## src/rtl/dmem_sram_bridge_if.sv

```systemverilog
// -----------------------------------------------------------------------------
// dmem_sram_bridge_if
//   SRAM-like data bus between the memory-stage bridge and the data memory.
//   The bus has one request channel and one response channel.
//   master : bridge side. It drives the request and receives addr_ok/data_ok.
//   slave  : memory side.
//   Signals:
//     data_req / data_wr / data_size / data_addr / data_wdata / data_wstrb
//         request channel (master -> slave)
//     data_addr_ok  request accepted (slave -> master)
//     data_data_ok  read data valid or write complete (slave -> master)
//     data_rdata    read data (slave -> master)
// -----------------------------------------------------------------------------
interface dmem_sram_bridge_if;
   logic        data_req;
   logic        data_wr;
   logic [1:0]  data_size;
   logic [31:0] data_addr;
   logic [31:0] data_wdata;
   logic [3:0]  data_wstrb;
   logic        data_addr_ok;
   logic        data_data_ok;
   logic [31:0] data_rdata;

   modport master (
      output data_req, data_wr, data_size, data_addr, data_wdata, data_wstrb,
      input  data_addr_ok, data_data_ok, data_rdata
   );

   modport slave (
      input  data_req, data_wr, data_size, data_addr, data_wdata, data_wstrb,
      output data_addr_ok, data_data_ok, data_rdata
   );
endinterface

```

## src/rtl/dmem_sram_bridge.sv

```systemverilog
// -----------------------------------------------------------------------------
// dmem_sram_bridge
//   Memory-stage data-side bridge. It turns the M-stage load/store request into
//   one SRAM-like bus transaction and returns the raw 32-bit read word. It
//   stalls the pipeline while that transaction is outstanding. Only one
//   transaction is in flight at a time.
//
//   Ports:
//     clk, rst     clock and asynchronous active-low reset
//     m_valid      M-stage instruction is a load/store
//     m_wen        byte-lane write enables (0 = read)
//     m_size       0 byte, 1 half, 2 word
//     m_addr       virtual effective address
//     m_wdata      lane-replicated store data
//     m_hold       M stage frozen by another stall source
//     m_flush      M-stage instruction is being flushed
//     m_rdata      registered read word
//     m_stall      stall request to the hazard unit
//     bus          SRAM-like data bus (master side)
//     m_adel/m_ades  misaligned load/store flags (only with DMEM_ALIGN_CHECK_EN)
//
//   Optional feature: define DMEM_ALIGN_CHECK_EN to add the alignment check.
//   A misaligned access found in IDLE is then not issued and does not stall.
// -----------------------------------------------------------------------------
module dmem_sram_bridge #(
   parameter logic [31:0] ADDR_MASK     = 32'h1FFF_FFFF,
   parameter bit          FLUSH_ON_DONE = 1'b1
) (
   input  logic                     clk,
   input  logic                     rst,
   input  logic                     m_valid,
   input  logic [3:0]               m_wen,
   input  logic [1:0]               m_size,
   input  logic [31:0]              m_addr,
   input  logic [31:0]              m_wdata,
   input  logic                     m_hold,
   input  logic                     m_flush,
   output logic [31:0]              m_rdata,
   output logic                     m_stall,
   dmem_sram_bridge_if.master       bus
`ifdef DMEM_ALIGN_CHECK_EN
   ,
   output logic                     m_adel,
   output logic                     m_ades
`endif
);

   typedef enum logic [1:0] {S_IDLE, S_REQ, S_WAIT, S_DONE} state_e;

   state_e      state_q, state_d;
   logic        cancel_q, cancel_d;
   logic [31:0] rdata_q, rdata_d;

   logic v;
   logic is_read;
   logic misalign;
   logic issue;
   logic busy;
   logic complete;

   assign v       = m_valid & ~m_flush;
   assign is_read = (m_wen == 4'b0000);
   assign busy    = (state_q == S_REQ) | (state_q == S_WAIT);

`ifdef DMEM_ALIGN_CHECK_EN
   // The check uses the unmasked address. The mask only folds kseg0/kseg1.
   assign misalign = ((m_size == 2'd1) & m_addr[0]) |
                     ((m_size == 2'd2) & (m_addr[1:0] != 2'b00));
   assign m_adel   = (state_q == S_IDLE) & v & misalign & is_read;
   assign m_ades   = (state_q == S_IDLE) & v & misalign & ~is_read;
`else
   assign misalign = 1'b0;
`endif

   assign issue = (state_q == S_IDLE) & v & ~misalign;

   // The request fields come straight from the M stage. m_stall keeps them
   // stable for as long as the access is live.
   assign bus.data_req   = rst & (issue | (state_q == S_REQ));
   assign bus.data_wr    = ~is_read;
   assign bus.data_size  = m_size;
   assign bus.data_addr  = m_addr & ADDR_MASK;
   assign bus.data_wdata = m_wdata;
   assign bus.data_wstrb = m_wen;

   // A flushed instruction stops stalling at once. A younger access that
   // arrives while the cancelled transaction drains stalls through the v term.
   assign m_stall = rst & ((v & (state_q != S_DONE) & ~((state_q == S_IDLE) & misalign)) |
                           (m_valid & cancel_q & busy));

   assign m_rdata = rdata_q;

   always_comb begin
      // NOTE: every variable gets a default first, so no path can leave a latch behind.
      state_d  = state_q;
      cancel_d = cancel_q;
      rdata_d  = rdata_q;
      complete = 1'b0;

      case (state_q)
         S_IDLE: begin
            if (issue) begin
               if (bus.data_addr_ok & bus.data_data_ok) complete = 1'b1;
               else if (bus.data_addr_ok)               state_d  = S_WAIT;
               else                                     state_d  = S_REQ;
            end
         end
         S_REQ: begin
            // The request stays up until it is accepted, even after a flush.
            if (m_flush) cancel_d = 1'b1;
            if (bus.data_addr_ok) begin
               if (bus.data_data_ok) complete = 1'b1;
               else                  state_d  = S_WAIT;
            end
         end
         S_WAIT: begin
            if (m_flush)           cancel_d = 1'b1;
            if (bus.data_data_ok)  complete = 1'b1;
         end
         S_DONE: begin
            // Leave DONE only once, when the held instruction moves on.
            if (~m_hold | (FLUSH_ON_DONE & m_flush)) state_d = S_IDLE;
         end
         default: state_d = S_IDLE;
      endcase

      // A flush that arrives in the same cycle as the response also kills it.
      // Otherwise DONE would hold a result for an instruction that has gone.
      if (complete) begin
         if (cancel_q | m_flush) begin
            state_d  = S_IDLE;
            cancel_d = 1'b0;
         end else begin
            state_d = S_DONE;
            if (is_read) rdata_d = bus.data_rdata;
         end
      end
   end

   always_ff @(posedge clk or negedge rst) begin
      if (!rst) begin
         state_q  <= S_IDLE;
         cancel_q <= 1'b0;
         rdata_q  <= 32'h0;
      end else begin
         // NOTE: sequential state uses non-blocking assignments, so every flop samples pre-edge values.
         state_q  <= state_d;
         cancel_q <= cancel_d;
         rdata_q  <= rdata_d;
      end
   end

endmodule
```

## src/flat_wrapper.sv

```systemverilog
// flat-port wrapper written by rule: the top's interface ports become plain ports
module dmem_sram_bridge_flat 
#(
   parameter logic [31:0] ADDR_MASK     = 32'h1FFF_FFFF,
   parameter bit          FLUSH_ON_DONE = 1'b1
)
  (clk, rst, m_valid, m_wen, m_size, m_addr, m_wdata, m_hold, m_flush, m_rdata, m_stall, bus_data_req, bus_data_wr, bus_data_size, bus_data_addr, bus_data_wdata, bus_data_wstrb, bus_data_addr_ok, bus_data_data_ok, bus_data_rdata);
  dmem_sram_bridge_if bus_i ();
  input  logic clk;
  input  logic rst;
  input  logic m_valid;
  input  logic [3:0] m_wen;
  input  logic [1:0] m_size;
  input  logic [31:0] m_addr;
  input  logic [31:0] m_wdata;
  input  logic m_hold;
  input  logic m_flush;
  output logic [31:0] m_rdata;
  output logic m_stall;
  output wire logic [$bits(bus_i.data_req)-1:0] bus_data_req;
  output wire logic [$bits(bus_i.data_wr)-1:0] bus_data_wr;
  output wire logic [$bits(bus_i.data_size)-1:0] bus_data_size;
  output wire logic [$bits(bus_i.data_addr)-1:0] bus_data_addr;
  output wire logic [$bits(bus_i.data_wdata)-1:0] bus_data_wdata;
  output wire logic [$bits(bus_i.data_wstrb)-1:0] bus_data_wstrb;
  input wire logic [$bits(bus_i.data_addr_ok)-1:0] bus_data_addr_ok;
  input wire logic [$bits(bus_i.data_data_ok)-1:0] bus_data_data_ok;
  input wire logic [$bits(bus_i.data_rdata)-1:0] bus_data_rdata;
  assign bus_data_req = bus_i.data_req;
  assign bus_data_wr = bus_i.data_wr;
  assign bus_data_size = bus_i.data_size;
  assign bus_data_addr = bus_i.data_addr;
  assign bus_data_wdata = bus_i.data_wdata;
  assign bus_data_wstrb = bus_i.data_wstrb;
  assign bus_i.data_addr_ok = bus_data_addr_ok;
  assign bus_i.data_data_ok = bus_data_data_ok;
  assign bus_i.data_rdata = bus_data_rdata;
  dmem_sram_bridge #(.ADDR_MASK(ADDR_MASK), .FLUSH_ON_DONE(FLUSH_ON_DONE)) u_core (.clk(clk), .rst(rst), .m_valid(m_valid), .m_wen(m_wen), .m_size(m_size), .m_addr(m_addr), .m_wdata(m_wdata), .m_hold(m_hold), .m_flush(m_flush), .m_rdata(m_rdata), .m_stall(m_stall), .bus(bus_i));
endmodule
```

## config.mk

```make
export PLATFORM = sky130hd
export DESIGN_NAME = dmem_sram_bridge_flat
export DESIGN_NICKNAME = d
export VERILOG_FILES = /design/src/rtl/dmem_sram_bridge_if.sv /design/src/rtl/dmem_sram_bridge.sv /design/src/flat_wrapper.sv
export SDC_FILE = /design/constraint.sdc
export NUM_CORES = 1
export LEC_CHECK = 0
export ABC_AREA = 1
export BUFFER_PORTS_ARGS = -buffer_cell sky130_fd_sc_hd__buf_2
export CAP_MARGIN = 20
export CORE_AREA = 2 2 84 86
export CTS_BUF_LIST = sky130_fd_sc_hd__clkbuf_8
export DETAILED_ROUTE_END_ITERATION = 10
export DIE_AREA = 0 0 86 88
export PLACE_DENSITY_LB_ADDON = 0.2
export SKIP_CTS_REPAIR_TIMING = 1
export SYNTH_ARGS = -nofsm -noshare
export SYNTH_HDL_FRONTEND = slang
export SYNTH_SLANG_ARGS = --single-unit
```

## constraint.sdc

```tcl
create_clock -name clk -period 2.1 [get_ports clk]
set_clock_uncertainty 0.15 [all_clocks]
set_input_delay 0.21 -clock clk [delete_from_list [all_inputs] [get_ports clk]]
set_output_delay 0.21 -clock clk [all_outputs]
set_load 0.01 [all_outputs]
```

---- Word level (Yosys, flattened, before mapping) ----
Cells that the tools add are included.
storage, ports and cells
  bits in read-only memories .............. 0
  RAM bits ................................ 0
  memories kept ........................... 0
  bits in latches ......................... 0
  input bits .............................. 109
  register bits after elaboration ......... 35
operators by class
  eq/ne operators ......................... 9
  bitwise logic cells ..................... 17
  $lt $le $gt $ge ......................... 0
  shift operators ......................... 0
  $mul .................................... 0
  div/mod/pow operators ................... 0
  add/subtract/negate cells ............... 0
  reduce and logical (&&, ||, !) cells .... 6
  muxes and demuxes ....................... 18
operators by type and width
  cell                  number
  $mux W2               8
  $ne A3 B2 Y1 const B  3
  $and A1 B1 Y1         8
  $mux W1               8
  $ne A3 B1 Y1 const B  2
  $pmux W2 S3           1
  $reduce_and A6 Y1     1
  $or A1 B1 Y1          5
  $eq A2 B2 Y1 const B  2
  $logic_not A4 Y1      1
  $not A1 Y1            4
  $reduce_bool A4 Y1    1
  $pmux W1 S3           1
  $reduce_and A3 Y1     1
  $eq A2 B1 Y1 const B  1
  $logic_not A2 Y1      1
  $ne A2 B2 Y1 const B  1
  $reduce_or A2 Y1      1

---- Logic depth before layout (Yosys ltp) ----
  depth in word-level cells ............... 7
  mapped depth ............................ 11
  gate-level depth less buffers ........... 11

---- Worst setup path before layout ----
No wires, ideal clock.
  path type ............................... reg2reg
  from .................................... reg u_core.state_q[0]
  to ...................................... reg u_core.rdata_q[20], in the netlist u_core.m_rdata[20]
  stages on the path, launching flop included .. 11
  buffers on the path ..................... 1
  required time ........................... 1.832 ns
  slack ................................... 0.424 ns
  data arrival time ....................... 1.409 ns
  clock period less this slack ............ 1.676 ns
  cell sequence ........................... dfrtp_1 > inv_1 > ha_1 > inv_1 > nor2_2 > nand2_2 > nand2_4 > nand4_4 > buf_6 > nand2_1 > o21ai_2
between the ends
  cells in the longest elaborated chain, start to end .. 5
RTL lines
  item                                    line                                             text
  start: declaration                      dmem_sram_bridge.sv:50                           state_e state_q, state_d;
  start signal: assignment                dmem_sram_bridge.sv:147                          state_q <= state_d;
  $logic_not A2 Y1                        dmem_sram_bridge.sv:75, dmem_sram_bridge.sv:100
  $and A1 B1 Y1                           dmem_sram_bridge.sv:75                           assign issue = (state_q == S_IDLE) & v & ~misalign;
  $mux W1                                 dmem_sram_bridge.sv:102                          if (issue) begin
  $pmux W1 S3 (*)                         dmem_sram_bridge.sv:100                          case (state_q)
  $reduce_and A3 Y1 (no source line) (*)  -
  end signal: assignment                  dmem_sram_bridge.sv:149                          rdata_q <= rdata_d;
  end: declaration                        dmem_sram_bridge.sv:52                           logic [31:0] rdata_q, rdata_d;
Every way passes the cells marked *; elsewhere a longest branch is shown, timed or not.
A chain may end at the register's enable or synchronous reset.

---- Final worst setup path ----
  from .................................... reg u_core.state_q[0]
  to ...................................... out m_stall
between the ends
  cells in the longest elaborated chain, start to end .. 5
RTL lines
  item                                          line                    text
  $eq A2 B1 Y1 or $eq A2 B2 Y1 (tied branches)  dmem_sram_bridge.sv:63  assign busy = (state_q == S_REQ) | (state_q == S_WAIT);
  $or A1 B1 Y1                                  dmem_sram_bridge.sv:63
  $and A1 B1 Y1                                 dmem_sram_bridge.sv:89  (m_valid & cancel_q & busy));
  $or A1 B1 Y1 (*)                              dmem_sram_bridge.sv:88  assign m_stall = rst & ((v & (state_q != S_DONE) & ~((state_q == S_IDLE) & misalign)) |
  $and A1 B1 Y1 (*)                             dmem_sram_bridge.sv:88
  end: declaration                              flat_wrapper.sv:19      output logic m_stall;
Marked as above.

==> impl_metrics.tcl <==
set metrics [dict create \
    status "finished, final reports clean" \
    power_switching_share_pct 34.7 \
    synth_area_sq_um 2320 \
    initial_core_util_pct 34.9 \
    grt_pass1_wl_um 6890 \
    p_per_area_nw_per_um2 950 \
    max_freq_mhz 540 \
    fin_cells 378 \
    p_leak_nw 1.48 \
    cts_buffer_depth 2 \
    fin_crit_sh_pct 88.2 \
    p_int_mw 1.56 \
    dieArea_sq_um 7570 \
    layout_setup_ws_ns 0.248 \
    path_max_fanout 7 \
    rsz0062_at_grt "false" \
    clk_pin_slew_ns 0.08 \
    drv_slew 0 \
    start_kind "register" \
    path_cells "ha_1, inv_1, nand2_1, a21oi_1, buf_2" \
    yosysWarnings 0 \
    end_kind "output port" \
    top_usage_layer "met2" \
    grt_overflow_total 0 \
    io_buffers 81 \
    seq_area_frac_synth_pct 37.8 \
    timing.final.hold_violations 0 \
    combPwrFrac_pct 35.0 \
    grt_pass1_vias 1434 \
    max_cap_viol_count 0 \
    antenna_found_initial 0 \
    met1_usage_pct 14.3 \
    drive_gt1_share_pct 43.6 \
    core_area_sq_um 6640 \
    via_count 1570 \
    dp.cells 359 \
    ir_drop_v 0.000284 \
    num_rows 30 \
    p_switching_mw 0.827 \
    multi_input_area_sq_um 688 \
    numClockSinks 35 \
    first_pass_iters 4 \
    wl_per_cell_um 11.9 \
    grt_util_met2_pct 17.5 \
    p_clk_share_pct 25.6 \
    place_worst_setup_slack_ns 0.288 \
    die_w_um 86 \
    nets 410 \
    hpwlAfterDp_um 3480 \
    drt_iter0_markers 24 \
    drcViolationCount 0 \
    crit_type "reg2out" \
    seq_area_sq_um 876 \
    postSynthAreaPerCell_sq_um 8.62 \
    grt_use_total_pct 11.7 \
    period_needed_ns 1.85 \
    grt_max_degree 37 \
    fin_tns_setup_ns 0 \
    wirelength_um 4520 \
    antenna_left 0 \
    slowest_stage "dfrtp_1" \
    die_y_um 88 \
    synthToLayoutAreaGrowth_pct 8.20 \
    ys_ff_latch 35 \
    netlist_instances 269 \
    synth_cell_types 18 \
    grtUsageMet3_pct 4.34 \
    io_pins 214 \
    finalSetupViolCount 0 \
    htreeDepth 2 \
    cp_data_arrival_time_ns 1.49 \
    seq_power_share_pct 39.4 \
    antenna_cells 0 \
    cts_tree "built" \
    insertion_delay_ns 0.28 \
    gp_congestion 0.803 \
    cts_buffers 5 \
    hold_path_class "in2reg" \
    hold_ws_ns 0.00434 \
    worstPathRequired_ns 1.74 \
    via_per_inst 4.15 \
    fillerInstances 710 \
    max_stage_delay_ns 0.43 \
    cts-root-buf "clkbuf_8" \
]
cell usage in the layout, fill, tap and decap left out:
cell type / netlist / final
a21oi_1: 5 / 5
buf_12: 0 / 2
buf_2: 0 / 81
buf_4: 70 / 1
bufinv_16: 0 / 1
clkbuf_8: 0 / 5
clkinv_2: 0 / 1
clkinv_4: 0 / 1
conb_1: 1 / 3
dfrtp_1: 35 / 35
dlygate4sd3_1: 0 / 11
ha_1: 4 / 4
inv_1: 45 / 45
nand2_1: 55 / 55
nand2_2: 1 / 1
nand2_4: 1 / 1
nand3_1: 3 / 3
nand3b_1: 1 / 1
nand4_4: 1 / 1
nor2_1: 4 / 4
nor2_2: 2 / 2
nor3_4: 1 / 1
o21ai_0: 2 / 2
o21ai_2: 32 / 32
metrics by stage:
stage / utilization, % / instance area (sq um) / power [mW]
2_1_floorplan: - / 2330 / 1.61
3_3_place_gp: 34.4 / 2290 / 1.77
3_5_place_dp: 34.4 / 2290 / 1.78
4_1_cts: 36.1 / 2400 / 2.42
5_1_grt: 37.8 / 2510 / 2.58
6_report: 37.8 / 2510 / 2.38
layer usage:
| layer | vias up | part of all wire, % |
|---|---|---|
| met1 | 673 | 42 |
| met4 | 0 | 3.7 |
| met3 | 25 | 9.2 |
| li1 | 791 | - |
| met2 | 81 | 45 |
| met5 | - | 0 |
sequential cells by signal (all words and copies together), names as in the netlist:
name             flops
u_core.cancel_q      1
u_core.m_rdata      32
u_core.state_q       2
worst max-delay path: cells and delay by family, from the launching register on:
kind / cells / cell delay, ns
flops: 1 / 0.43
compound gates: 1 / 0.12
buf+inv: 2 / 0.35
fa+ha+maj: 1 / 0.23
simple gates: 1 / 0.09
cells in the mapped netlist:
| cell | number | area, sq um |
|---|---|---|
| buf_4 | 70 | 526 |
| nand2_1 | 55 | 206 |
| inv_1 | 45 | 169 |
| dfrtp_1 | 35 | 876 |
| o21ai_2 | 32 | 280 |
| buf_6 | 6 | 67.6 |
| a21oi_1 | 5 | 25.0 |
| ha_1 | 4 | 50.1 |
| nor2_1 | 4 | 15.0 |
| nand3_1 | 3 | 15.0 |
| nor2_2 | 2 | 12.5 |
| o21ai_0 | 2 | 10.0 |
| conb_1 | 1 | 3.75 |
| nand2_2 | 1 | 6.26 |
| nand2_4 | 1 | 11.3 |
| nand3b_1 | 1 | 7.51 |
| nand4_4 | 1 | 21.3 |
| nor3_4 | 1 | 16.3 |
cells by family after synthesis:
group           after synthesis  share of synthesized area (%)
fa+ha+maj                     4                           2.16
buf+inv                     121                           32.9
simple gates                 69                           13.4
flops                        35                           37.8
compound gates               39                           13.6
other cells                   1                          0.162
cell type report:
| cell class | instances | area share [%] |
|---|---|---|
| clock buffers | 5 | 2.74 |
| clock inverters | 3 | 1.75 |
| inverters | 45 | 6.73 |
| multi-input cells | 115 | 27.4 |
| flip-flops and latches | 35 | 34.9 |
| well taps | 80 | 3.99 |
| repair buffers | 95 | 22.4 |
power by group through the flow:
stage	clock (mW)	combinational [mW]	sequential (mW)
2_1_floorplan	0	0.596	1.02
6_report	0.610	0.833	0.940
3_5_place_dp	0	0.830	0.954
3_3_place_gp	0	0.822	0.950
4_1_cts	0.643	0.831	0.944
5_1_grt	0.669	0.948	0.965
path summary, 6_finish.rpt:
path | from | end | slack [ns] | cells after the start
worst max-delay path | u_core.state_q[0] | m_stall | 0.25 | 5
worst min-delay path | bus_data_rdata[28] | u_core.m_rdata[28] | 0.004 | 3
worst max register to register | u_core.state_q[0] | u_core.m_rdata[24] | 0.28 | 10
worst min register to register | u_core.m_rdata[8] | u_core.m_rdata[8] | 0.33 | 2
max in group asynchronous | rst | u_core.cancel_q | 1.11 | 3
min in group asynchronous | rst | u_core.m_rdata[28] | 0.36 | 3
Power figures use the tool's default switching activity.
